`src/rtl/booth_pkg.sv`:
```
// Shared types and helpers for the sequential Booth multiplier.
// Holds the controller state encoding and the step-counter sizing function.
package booth_pkg;

   typedef enum logic [1:0] {
      IDLE = 2'd0,
      CALC = 2'd1,
      DONE = 2'd2
   } booth_state_t;

   // Bits needed for a down-counter that starts at n-1 and stops at 0.
   function automatic int cnt_width(input int n);
      if (n <= 2) begin
         return 1;
      end
      return $clog2(n);
   endfunction

endpackage

```
`src/rtl/booth_step.sv`:
```
// One radix-2 Booth iteration: conditional add/subtract of the multiplicand
// followed by an arithmetic right shift of {acc, q, q_1}.
module booth_step #(
   parameter int W1 = 9
) (
   input  logic [W1-1:0] acc,
   input  logic [W1-1:0] q,
   input  logic          q_1,
   input  logic [W1-1:0] mcand,
   output logic [W1-1:0] acc_next,
   output logic [W1-1:0] q_next,
   output logic          q_1_next
);

   logic [W1-1:0] sum;

   always_comb begin
      sum = acc;
      case ({q[0], q_1})
         2'b01:   sum = acc + mcand;
         2'b10:   sum = acc - mcand;
         default: sum = acc;
      endcase
   end

   genvar gi;
   generate
      for (gi = 0; gi < W1 - 1; gi++) begin : g_shift
         assign acc_next[gi] = sum[gi + 1];
         assign q_next[gi]   = q[gi + 1];
      end
   endgenerate

   // Sign of the sum refills the top; its LSB crosses into q.
   assign acc_next[W1-1] = sum[W1-1];
   assign q_next[W1-1]   = sum[0];
   assign q_1_next       = q[0];

endmodule

```
`src/rtl/booth_mult_seq.sv`:
```
// Sequential radix-2 Booth multiplier, signed or unsigned per operation,
// with valid/ready handshakes on both sides and a synchronous abort.
module booth_mult_seq
   import booth_pkg::*;
#(
   parameter int WIDTH = 8
) (
   input  logic               CLK100MHZ,
   input  logic               reset,
   input  logic               in_valid,
   output logic               in_ready,
   input  logic [WIDTH-1:0]   a,
   input  logic [WIDTH-1:0]   b,
   input  logic               is_signed,
   input  logic               abort,
   output logic               out_valid,
   input  logic               out_ready,
   output logic [2*WIDTH-1:0] product,
   output logic               busy
);

   localparam int W1 = WIDTH + 1;
   localparam int CW = cnt_width(W1);
   localparam int PW = 2 * WIDTH;

   booth_state_t  state_reg, state_next;
   logic [W1-1:0] acc_reg, acc_next;
   logic [W1-1:0] q_reg, q_next;
   logic          q_1_reg, q_1_next;
   logic [W1-1:0] mcand_reg, mcand_next;
   logic [CW-1:0] cnt_reg, cnt_next;
   logic [PW-1:0] product_reg, product_next;

   logic [W1-1:0] step_acc;
   logic [W1-1:0] step_q;
   logic          step_q_1;

   // One extra bit lets unsigned operands behave as non-negative Booth inputs.
   function automatic logic [W1-1:0] extend(input logic [WIDTH-1:0] x, input logic sgn);
      return {sgn & x[WIDTH-1], x};
   endfunction

   booth_step #(
      .W1(W1)
   ) u_step (
      .acc      (acc_reg),
      .q        (q_reg),
      .q_1      (q_1_reg),
      .mcand    (mcand_reg),
      .acc_next (step_acc),
      .q_next   (step_q),
      .q_1_next (step_q_1)
   );

   always_ff @(posedge CLK100MHZ or posedge reset) begin
      if (reset) begin
         state_reg   <= IDLE;
         acc_reg     <= '0;
         q_reg       <= '0;
         q_1_reg     <= 1'b0;
         mcand_reg   <= '0;
         cnt_reg     <= '0;
         product_reg <= '0;
      end else begin
         state_reg   <= state_next;
         acc_reg     <= acc_next;
         q_reg       <= q_next;
         q_1_reg     <= q_1_next;
         mcand_reg   <= mcand_next;
         cnt_reg     <= cnt_next;
         product_reg <= product_next;
      end
   end

   always_comb begin
      state_next   = state_reg;
      acc_next     = acc_reg;
      q_next       = q_reg;
      q_1_next     = q_1_reg;
      mcand_next   = mcand_reg;
      cnt_next     = cnt_reg;
      product_next = product_reg;

      case (state_reg)
         IDLE: begin
            // abort blocks a same-cycle accept
            if (in_valid && !abort) begin
               acc_next   = '0;
               q_next     = extend(b, is_signed);
               q_1_next   = 1'b0;
               mcand_next = extend(a, is_signed);
               cnt_next   = CW'(W1 - 1);
               state_next = CALC;
            end
         end
         CALC: begin
            if (abort) begin
               state_next = IDLE;
            end else begin
               acc_next = step_acc;
               q_next   = step_q;
               q_1_next = step_q_1;
               if (cnt_reg == '0) begin
                  state_next   = DONE;
                  product_next = {step_acc[W1-3:0], step_q};
               end else begin
                  cnt_next = cnt_reg - CW'(1);
               end
            end
         end
         DONE: begin
            if (abort || out_ready) begin
               state_next = IDLE;
            end
         end
         default: begin
            state_next = IDLE;
         end
      endcase
   end

   assign in_ready  = (state_reg == IDLE);
   assign out_valid = (state_reg == DONE);
   assign busy      = (state_reg != IDLE);
   assign product   = product_reg;

endmodule

```
`config.mk`:
```
export PLATFORM = sky130hd
export DESIGN_NAME = booth_mult_seq
export DESIGN_NICKNAME = d
export VERILOG_FILES = /design/src/rtl/booth_pkg.sv /design/src/rtl/booth_step.sv /design/src/rtl/booth_mult_seq.sv
export SDC_FILE = /design/constraint.sdc
export NUM_CORES = 1
export LEC_CHECK = 0
export ABC_AREA = 1
export BUFFER_PORTS_ARGS = -buffer_cell sky130_fd_sc_hd__buf_2
export CORE_AREA = 8 8 84 86
export CTS_CLUSTER_DIAMETER = 30
export DETAILED_ROUTE_END_ITERATION = 7
export DIE_AREA = 0 0 92 94
export PLACE_DENSITY = 0.7
export SKIP_LAST_GASP = 1
export SLEW_MARGIN = 10
export SYNTH_ARGS = -nofsm -noshare
export SYNTH_HDL_FRONTEND = slang
export SYNTH_SLANG_ARGS = --single-unit
```
`constraint.sdc`:
```
create_clock -name CLK100MHZ -period 3.21 [get_ports CLK100MHZ]
set_input_delay 0.1605 -clock CLK100MHZ [delete_from_list [all_inputs] [get_ports CLK100MHZ]]
set_output_delay 0.1605 -clock CLK100MHZ [all_outputs]
set_load 0.005 [all_outputs]
```
**Word-level counts from Yosys, hierarchy flattened**

Index checks and enable logic that the tools add are counted.

- Memories: 0
- Flip-flop bits (word level): 50
- Memory bits (read-only): 0
- RAM bits: 0
- Word-level logic and storage cells: 53
- Input bits: 22
- Latch bits: 0

- Multiplexer cells: 19
- Reduce and logical (&&, ||, !) cells: 12
- Multipliers: 0
- Equality and inequality tests: 9
- Bitwise operators: 3
- Add/sub/neg operators: 3
- Order comparisons: 0
- Shifts and indexed selects: 0
- Divide/modulo/power cells: 0

Operators by type and width:

| operator | number |
|---|---|
| case mux 9 bit (2 select lines) | 3 |
| two-way mux 9 bit | 4 |
| two-way mux 4 bit | 3 |
| adder 9 bit | 1 |
| AND reduction 3 bit | 3 |
| subtractor 9 bit | 1 |
| two-way mux 2 bit | 4 |
| case mux 4 bit (2 select lines) | 1 |
| case mux 2 bit (3 select lines) | 1 |
| equality test 2 x 1 -> 1 bit, second input constant | 2 |
| equality test 2 bit, second input constant | 2 |
| logical NOT 4 bit | 1 |
| != test 2 x 1 -> 1 bit, second input constant | 2 |
| != test 2 bit, second input constant | 2 |
| AND reduction 4 bit | 1 |
| nonzero test 2 bit | 2 |
| subtractor 4 x 1 -> 4 bit, second input constant | 1 |
| != test 3 bit, second input constant | 1 |
| bitwise AND 1 bit | 2 |
| logical NOT 2 bit | 1 |
| two-way mux 1 bit | 2 |
| case mux 1 bit (2 select lines) | 1 |
| AND reduction 2 bit | 1 |
| logical AND 1 bit | 1 |
| 3 further kinds | 3 |

**Logic depth before layout (Yosys ltp)**

Gate-level depths: netlist (run 1).

- Depth after elaboration: 4
- Depth in mapped cells: 18
- Mapped depth without buffers: 18

**Cells and area by module**

From an unflattened synthesis (run 1), not the netlist that was laid out.

- Cells, all modules: 390
- Area, all modules: 3010.4 um2

By module, submodules not included:

| module | sequential area each (um2) | instances | area an instance (um2) | cells each |
|---|---|---|---|---|
| booth_mult_seq | 1251.2 | 1 | 2220.9 | 251 |
| booth_step | 0.0 | 1 | 789.5 | 139 |

**Least setup slack after synthesis (run 1)**

No wires, ideal clock.

- Kind: reg-to-reg
- Start point: reg q_reg[0]
- End point: reg acc_reg[2]
- Setup time: 0.065 ns
- Period minus slack after synthesis: 2.211 ns
- Data required time: 3.145 ns
- Path slack: 0.999 ns
- Stages on the path, launching flop included: 13
- Buffers on the path: 0
- Data arrival time: 2.146 ns
- Path through: dfrtp_1 ha_1 inv_1 a21oi_1 o21ai_0 nand2_1 ha_1 or2_2 and2_1 or2_2 nand3_1 nand3_1 nand2_1

- Cells in the longest elaborated chain, start to end: 4

Ends and longest elaborated chain:

| what | RTL line | text |
|---|---|---|
| from (decl) | booth_mult_seq.sv:28 | `logic [W1-1:0] q_reg, q_next;` |
| from (signal assigned) | booth_mult_seq.sv:67 | `q_reg <= q_next;` |
| equality test 2 bit or equality test 2 x 1 -> 1 bit (tied branches) | booth_step.sv:19 | `case ({q[0], q_1})` |
| case mux 9 bit (2 select lines) (*) | booth_step.sv:19 |  |
| two-way mux 9 bit (*) | booth_mult_seq.sv:97 | `if (abort) begin` |
| case mux 9 bit (2 select lines) (*) | booth_mult_seq.sv:84 | `case (state_reg)` |
| to (signal assigned) | booth_mult_seq.sv:66 | `acc_reg <= acc_next;` |
| to (decl) | booth_mult_seq.sv:27 | `logic [W1-1:0] acc_reg, acc_next;` |

Mark *: on every way between the ends. The rest lies on a longest branch, timed or not. The select of a mux whose other input is x is not followed.
A chain may end at the register's enable or synchronous reset.

**Final worst setup path (run 1)**

Same ends and word-level chain as after synthesis.

==> flow_summary.ini, run 1 <==
[detailed_routing]
vias_per_cell = 4.908
wire_per_inst_um = 12.33
drc = 0
drtIter0Drc = 79
drt-total-wl_um = 5882
dr.pass1.iters = 4
antenna_left = 0
vias = 2341

[sta]
finClkSkew_ns = 0.007670
whs_ns = 0.01763
drv_slew = 0
period_share_pct = 75.24
tns_ns = 0
setup-violations-final = 0
worstMarginPinSlew_ns = 1.007
min_period_ns = 2.415
rsz0062_at_grt = no
clock.fmax_mhz = 414.0
hold_violations = 0
relSlewSlack_pct = 32.76

[pwr]
power_mw = 3.376
cellPowerDensity_mw_per_mm2 = 1071
total_leakage_power_nw = 1.759
ir_drop_mv = 0.4543

[placement]
routabilityCongestion = 0.8437
port_buffers = 40
dp_hpwl_um = 4475

[cts]
cts_buffers = 5
cts_sinks = 49
ctsResizeCount = 0
ctsHoldBuffers = 0
clk_latency_ns = 0.31
clockBufferDepth = 2
post_cts_buffers = 0
htree_levels = 2
clkTransAtPathRegs_ns = 0.10
cts-root-buf = clkbuf_8
cts_tree = built

[synth]
synth_area_leaders = dfrtp_1 44%, nand2_1 16%, inv_1 7.3%
synth.avg_cell_area_um2 = 7.715
yosysSeqAreaShare_pct = 44.03
synthMostInstantiatedCell = nand2_1
yosysWarnings = 0
synth_cells = 361
synth-edff-count = 0
mappedNetlistNets = 396
synthTopCellsByCount = 117 x nand2_1, 54 x inv_1, 49 x dfrtp_1
ys_async_sr_fraction_pct = 100.0
syn-cell-area_mm2 = 0.002785
synth.largest_area_cell = dfrtp_1
ys_ff_latch = 49
synth_top_area_share_pct = 44.03
yosysUniqueCellTypes = 30
ys.flop_type = dfrtp_1

[worst_setup_path]
endpoint_kind = flop
r2r_setup_slack_ns = 0.79
rr_startpoint = q_reg[0]
worst-setup-path-type = flop to flop
crit_path_start_kind = flop
reg2reg_to = acc_reg[2]
worst-r2r-cell-count = 12
cp_data_arrival_time_ns = 2.67
startpoint = q_reg[0]
crit_fanout = 8
required_ns = 3.46

[floorplanning]
dieWidth_um = 92
die_y_um = 94
coreArea_mm2 = 0.005746
rows = 28
dieArea_mm2 = 0.008648
initial_utilization_pct = 48.48
io_pins = 41

[min_path]
hold_path_startpoint = out_ready
hold_path_depth = 2
hold_end = state_reg[1]
hp-class = primary input to flop

[cells_and_area]
num_antenna_cells = 0
fillCellCount = 580
final_nets = 436
multi_input_comb_area_mm2 = 0.001282
final-seq-area_mm2 = 0.001226
drive_above_1_share_pct = 15.42
syn_to_final_growth_pct = 13.21
largest_reg_flops = 16

[grt]
grt_overflow = 0
grt_max_degree = 50
grt_pass1_vias = 2260
track_usage_pct = 14.43
grt_pass1_wl_um = 10340
antenna_found_initial = 0

[status]
status = finished clean

[job]
drv_cap = 0
## report_power, final
group	internal (mW)	switching, mW
registers	0.874	0.149
clock network	0.259	0.223
logic	0.704	1.17
total	1.84	1.54
## routing by layer
metal	vias up	share of wire [%]	routed length [um]	global-route usage, %
li1	1220	-	-	-
met1	1069	46	2726	18.04
met2	45	47	2783	23.36
met3	7	5.1	299	4.077
met4	0	1.2	73	4.966
met5	-	0	0	0
## worst max-delay path, cell delays in order (launching register included)
cell and delay [ns]:
dfrtp_1 0.41, ha_1 0.23, inv_1 0.19, a21oi_1 0.10
o21ai_0 0.07, nand2_1 0.07, ha_1 0.31, or2_2 0.31
and2_1 0.17, or2_2 0.27, nand3_1 0.09, nand3_1 0.09
nand2_1 0.06
## logic make-up after synthesis
group / share of synthesized area [%]
flops: 44.03
fa+ha+maj: 6.109
buf+inv: 9.928
simple gates: 26.68
compound gates: 11.05
xor+xnor: 2.201
## layout by cell type (no fill, tap or decap), drive strengths merged, types with 4 or more instances in the layout
cell    synthesis  final
nor2           21     21
nand3          22     22
ha             12     12
inv            58     59
o211ai          6      6
o21ai          38     38
dfrtp          49     49
nand2         119    119
buf             7     40
xor2            7      7
clkbuf          0      6
or2             4      4
a21oi           6      6
## final cells by class
type,instances,share of cell area (%)
Tap cell,75,2.976
Timing Repair Buffer,40,6.349
Multi-Input combinational cell,246,40.67
Inverter,59,7.183
Clock inverter,2,1.310
Sequential cell,49,38.89
Clock buffer,6,2.619
## worst max path at each step
stage | end | slack [ns] | cells past startpoint
detailed placement | acc_reg[2] | 0.83 | 12
global route | acc_reg[6] | 0.58 | 16
global placement | acc_reg[2] | 0.89 | 12
floorplan | acc_reg[2] | 1.0 | 12
finish | acc_reg[2] | 0.79 | 12
CTS | acc_reg[2] | 0.81 | 12
## stage by stage
| step | setup slack [ns] | utilization (%) | instance area [um2] | cells |
|---|---|---|---|---|
| 2_1_floorplan | 0.9992 | - | 2785 | 361 |
| 3_3_place_gp | 0.8863 | 52.72 | 3029 | 469 |
| 3_5_place_dp | 0.8268 | 52.72 | 3029 | 469 |
| 4_1_cts | 0.8071 | 54.88 | 3153 | 477 |
| 5_1_grt | 0.5790 | 54.88 | 3153 | 477 |
| 6_report | 0.7947 | 54.88 | 3153 | 477 |
(Power assumes the default switching activity.)
==> run 2, diff against run 1 <==
--- a/config.mk
+++ b/config.mk
@@ -5,13 +5,13 @@
 export SDC_FILE = /design/constraint.sdc
 export NUM_CORES = 1
 export LEC_CHECK = 0
-export ABC_AREA = 1
+export ABC_AREA = 0
 export BUFFER_PORTS_ARGS = -buffer_cell sky130_fd_sc_hd__buf_2
-export CORE_AREA = 8 8 84 86
+export CORE_AREA = 8 8 82 84
 export CTS_CLUSTER_DIAMETER = 30
 export DETAILED_ROUTE_END_ITERATION = 7
-export DIE_AREA = 0 0 92 94
-export PLACE_DENSITY = 0.7
+export DIE_AREA = 0 0 90 92
+export PLACE_DENSITY = 0.73
 export SKIP_LAST_GASP = 1
 export SLEW_MARGIN = 10
 export SYNTH_ARGS = -nofsm -noshare
==> constraint.sdc (replaced) <==
create_clock -name CLK100MHZ -period 2.2 [get_ports CLK100MHZ]
set_input_delay 0.11 -clock CLK100MHZ [delete_from_list [all_inputs] [get_ports CLK100MHZ]]
set_output_delay 0.11 -clock CLK100MHZ [all_outputs]
set_load 0.005 [all_outputs]
==> flow_summary.ini, run 2 <==
[status]
status = finished with violations
violations = setup timing

[cts]
clkTransAtPathRegs_ns = 0.09
clk_latency_ns = 0.31
htree_levels = 2
cts_sinks = 49
cts_buffers = 5
cts_tree = built
clockBufferDepth = 2
cts-root-buf = clkbuf_8

[sta]
relSlewSlack_pct = 58.57
rsz0062_at_grt = yes
clock.fmax_mhz = 392.1
setup-violations-final = 7
finClkSkew_ns = 0.007891
period_share_pct = 115.9
hold_violations = 0
drv_slew = 0
whs_ns = 0.008288
min_period_ns = 2.550
fin_ws_ns = -0.3503
worstMarginPinSlew_ns = 0.6215

[grt]
grt_pass1_wl_um = 10350
antenna_found_initial = 0
grt_pass1_vias = 2218
grt_overflow = 0
track_usage_pct = 14.98
grt_max_degree = 50

[pwr]
p_clk_share_pct = 12.3
swShare_pct = 39.28
ir_drop_mv = 0.7047
cellPowerDensity_mw_per_mm2 = 1530
switching_power_mw = 2.087
power_mw = 5.312
p_int_mw = 3.225
comb_power_share_pct = 60.0
total_leakage_power_nw = 1.693
sequentialPowerShare_pct = 27.7

[worst_setup_path]
endpoint_kind = flop
path_cells = inv_2, ha_4, mux2_4, fa_2, nor2b_4, o31a_1, o21a_1, o21bai_1, and4_1, a221o_1
max_stage_delay_ns = 0.41
crit_fanout = 5
cp_data_arrival_time_ns = 2.74
worst-setup-path-type = flop to flop
required_ns = 2.39
crit_path_start_kind = flop
crit_slowest_cell = dfrtp_1

[placement]
dp_hpwl_um = 4318
port_buffers = 40
routabilityCongestion = 0.8440
dp.cells = 398

[cells_and_area]
layout_common_cells = 50 x nand2_1, 49 x dfrtp_1, 40 x buf_2
largest_reg_flops = 16
final-seq-area_mm2 = 0.001226
drive_above_1_share_pct = 34.09
fillCellCount = 464
final_cell_count_no_fill = 424
final_common_cell = nand2_1
num_antenna_cells = 0
final_nets = 386
multi_input_comb_area_mm2 = 0.001446
syn_to_final_growth_pct = 32.52

[synth]
syn-cell-area_mm2 = 0.002620
synthTopCellsByCount = 50 x nand2_1, 49 x dfrtp_1, 30 x o21ai_0
synth_area_leaders = dfrtp_1 47%, nand2_1 7.2%, ha_1 5.7%
synth.largest_area_cell = dfrtp_1
synth.avg_cell_area_um2 = 9.668
ys_ff_latch = 49
synthMostInstantiatedCell = nand2_1
yosysSeqAreaShare_pct = 46.80
synth-edff-count = 0
ys.flop_type = dfrtp_1
yosysWarnings = 0
synth_cells = 271
yosysUniqueCellTypes = 41
synth_top_area_share_pct = 46.80
mappedNetlistNets = 306
ys_async_sr_fraction_pct = 100.0

[detailed_routing]
vias_per_cell = 5.200
dr.pass1.iters = 4
drc = 0
drt-total-wl_um = 6152
wire_per_inst_um = 14.51
antenna_left = 0
vias = 2205
drtIter0Drc = 103

[floorplanning]
dieArea_mm2 = 0.008280
io_pins = 41
initial_utilization_pct = 48.47
rows = 27
die_y_um = 92
coreArea_mm2 = 0.005405
dieWidth_um = 90

[job]
drv_cap = 0

[min_path]
hp-class = primary input to flop
==> run 2: power groups by stage <==
stage,registers (mW),logic (mW),clock network [mW]
6_report,1.47,3.19,0.653
5_1_grt,1.52,3.51,0.697
4_1_cts,1.46,2.83,0.669
3_5_place_dp,1.47,2.58,0
3_3_place_gp,1.46,2.52,0
2_1_floorplan,1.44,1.80,0
==> run 2: cell families after synthesis <==
logic type      share of synthesized area (%)
simple gates                            16.38
mux                                     8.596
xor+xnor                                3.343
flops                                   46.80
fa+ha+maj                               6.495
buf+inv                                 3.248
compound gates                          15.14
==> run 2: path summary, 6_finish.rpt <==
path | slack (ns) | endpoint | cells past startpoint | startpoint
setup / recovery | -0.35 | acc_reg[7] | 10 | q_1_reg
hold / removal | 0.008 | mcand_reg[1] | 3 | a[1]
setup reg to reg | -0.35 | acc_reg[7] | 10 | q_1_reg
hold reg to reg | 0.48 | product[10] | 2 | product[10]
max in group asynchronous | 1.27 | mcand_reg[8] | 4 | reset
min in group asynchronous | 0.51 | product[2] | 4 | reset
==> run 2: cell type report <==
cell class              instances  share of cell area, %
multi-input cells             200                  41.66
flip-flops and latches         49                  35.32
repair buffers                 82                  15.64
well taps                      72                  2.595
clock buffers                   5                  1.982
inverters                      13                  1.477
clock inverters                 3                  1.333
==> run 2: critical path, delay by kind of cell, from the launching register on <==
family                   cells  cell delay (ns)
AO/OA/AOI/OAI                4             0.71
adder cells (fa/ha/maj)      2             0.55
buffers and inverters        1             0.08
flip-flops                   1             0.41
multiplexers                 1             0.33
AND/OR/NAND/NOR              2             0.35
==> run 2: timing repair <==
action / CTS / global route
hold endpoints to repair: 56 / 0
setup endpoints to repair: 7 / 13
gates resized for setup: 12 / 22
buffers inserted: 5 / 5
hold buffers: 8 / 0
pin swaps: 8 / 12
==> run 2: per-stage QoR <==
stage / instance area, um2 / util (%) / setup WS [ns] / setup TNS, ns
2_1_floorplan: 2659 / - / -0.2652 / -1.568
5_1_grt: 3472 / 64.24 / -0.4658 / -3.398
3_5_place_dp: 3083 / 57.04 / -0.3857 / -2.282
4_1_cts: 3363 / 62.22 / -0.3114 / -1.965
6_report: 3472 / 64.24 / -0.3503 / -2.117
3_3_place_gp: 3083 / 57.04 / -0.3422 / -1.755
==> run 2: routing by layer <==
layer / wire length [um] / vias to the layer above / global-route usage [%]
met5: 0 / - / 0
met4: 105 / 0 / 4.854
met3: 205 / 10 / 3.586
met2: 3029 / 45 / 25.52
met1: 2811 / 1055 / 18.27
li1: - / 1095 / -
==> run 3, diff against run 2 <==
--- a/config.mk
+++ b/config.mk
@@ -12,6 +12,7 @@
 export DETAILED_ROUTE_END_ITERATION = 7
 export DIE_AREA = 0 0 90 92
 export PLACE_DENSITY = 0.73
+export RECOVER_POWER = 50
 export SKIP_LAST_GASP = 1
 export SLEW_MARGIN = 10
 export SYNTH_ARGS = -nofsm -noshare
==> flow_summary.ini, run 3 (synthesized netlist as in run 2, its figures left out) <==
[placement]
port_buffers = 40
dp.cells = 398
placed_area_mm2 = 0.003083
dp_hpwl_um = 4318
routabilityCongestion = 0.8440

[grt]
grt_pass1_wl_um = 10350
track_usage_pct = 14.98
grt_overflow = 0
grt_max_degree = 50
grt_pass1_vias = 2218
antenna_found_initial = 0

[detailed_routing]
antenna_left = 0
wire_per_inst_um = 14.52
drt-total-wl_um = 6157
dr.pass1.iters = 4
vias = 2201
drc = 0
drtIter0Drc = 107
vias_per_cell = 5.191

[worst_setup_path]
worst-setup-path-type = flop to flop
required_ns = 2.39
worst-r2r-cell-count = 10
reg2reg_to = acc_reg[7]
crit_fanout = 5
endpoint_kind = flop
rr_startpoint = q_1_reg
r2r_setup_slack_ns = -0.35
crit_path_start_kind = flop
cp_data_arrival_time_ns = 2.74

[cts]
cts_buffers = 5
htree_levels = 2
clk_latency_ns = 0.31
cts_tree = built
cts_sinks = 49
cts-root-buf = clkbuf_8
clkTransAtPathRegs_ns = 0.09
clockBufferDepth = 2

[sta]
hold_violations = 0
period_share_pct = 115.8
finClkSkew_ns = 0.007796
setup-violations-final = 7
relSlewSlack_pct = 18.98
drv_slew = 0
clock.fmax_mhz = 392.4
fin_ws_ns = -0.3485
worstMarginPinSlew_ns = 1.215
min_period_ns = 2.548
rsz0062_at_grt = yes

[cells_and_area]
largest_reg_flops = 16
num_antenna_cells = 0
final_common_cell = nand2_1
layout_common_cells = 50 x nand2_1, 49 x dfrtp_1, 31 x buf_4
final_cell_count_no_fill = 424
syn_to_final_growth_pct = 31.95
fillCellCount = 467
drive_above_1_share_pct = 30.97
final_nets = 386
fin_area_mm2 = 0.003457

[status]
violations = setup timing
status = finished with violations

[floorplanning]
dieWidth_um = 90
coreArea_mm2 = 0.005405
rows = 27
initial_utilization_pct = 48.47
dieArea_mm2 = 0.008280
io_pins = 41
die_y_um = 92

[pwr]
total_leakage_power_nw = 1.652
ir_drop_mv = 0.6999
cellPowerDensity_mw_per_mm2 = 1534

[job]
drv_cap = 0

[min_path]
hold_path_startpoint = a[1]
hold_path_depth = 3
hold_end = mcand_reg[1]
hp-class = primary input to flop
run 3: cell types whose count changed in the layout (fill, tap and decap cells not counted), sizes merged:
| cell | before | now |
|---|---|---|
| clkbuf | 5 | 16 |
| buf | 74 | 63 |
run 3: through the flow:
step	total power [mW]	util, %	setup TNS, ns	setup slack (ns)	hold slack (ns)
2_1_floorplan	3.236	-	-1.568	-0.2652	0.1764
3_3_place_gp	3.973	57.04	-1.755	-0.3422	0.3010
3_5_place_dp	4.047	57.04	-2.282	-0.3857	0.3032
4_1_cts	4.959	62.22	-1.965	-0.3114	0.001265
5_1_grt	5.712	63.96	-3.398	-0.4658	0.01158
6_report	5.302	63.96	-2.121	-0.3485	0.008097
run 3: worst max-delay path, cell delays in order, from the launching register on:
cell      delay, ns
dfrtp_1        0.41
inv_2          0.08
ha_4           0.17
mux2_4         0.33
fa_2           0.38
nor2b_4        0.13
o31a_1         0.15
o21a_1         0.15
o21bai_1       0.10
and4_1         0.22
a221o_1        0.31
run 3: how the worst max path moves through the flow:
| stage | startpoint | to | slack, ns | cells past startpoint |
|---|---|---|---|---|
| finish | q_1_reg | acc_reg[7] | -0.35 | 10 |
| global route | mcand_reg[0] | product[15] | -0.47 | 12 |
| CTS | mcand_reg[0] | acc_reg[5] | -0.31 | 11 |
| detailed placement | q_1_reg | acc_reg[5] | -0.39 | 11 |
| global placement | mcand_reg[0] | acc_reg[5] | -0.34 | 11 |
| floorplan | q_1_reg | product[15] | -0.27 | 12 |
run 3: routing by layer:
metal	wire length, um	global-route usage (%)	up-vias
met4	74	4.854	0
met2	3074	25.52	42
met1	2814	18.27	1056
met3	194	3.586	8
met5	0	0	-
li1	-	-	1095
run 3: where the power goes:
part | internal (mW) | switching [mW]
Combinational | 1.66 | 1.51
Clock | 0.340 | 0.313
Sequential | 1.21 | 0.265
run 3: repair_timing:
item | in CTS | in global routing
endpoints found under the hold margin | 56 | 0
pin swaps | 8 | 12
hold buffers | 8 | 0
setup buffers | 5 | 5
gates resized for setup | 12 | 22
endpoints found under the setup margin | 7 | 13
run 3: cell type report:
cell class / instances / area, um2 / area share [%]
Sequential cell: 49 / 1226 / 35.47
Multi-Input combinational cell: 200 / 1446 / 41.84
Timing Repair Buffer: 82 / 528.0 / 15.27
Clock inverter: 3 / 46.29 / 1.339
Clock buffer: 5 / 68.82 / 1.991
Tap cell: 72 / 90.09 / 2.606
Inverter: 13 / 51.30 / 1.484
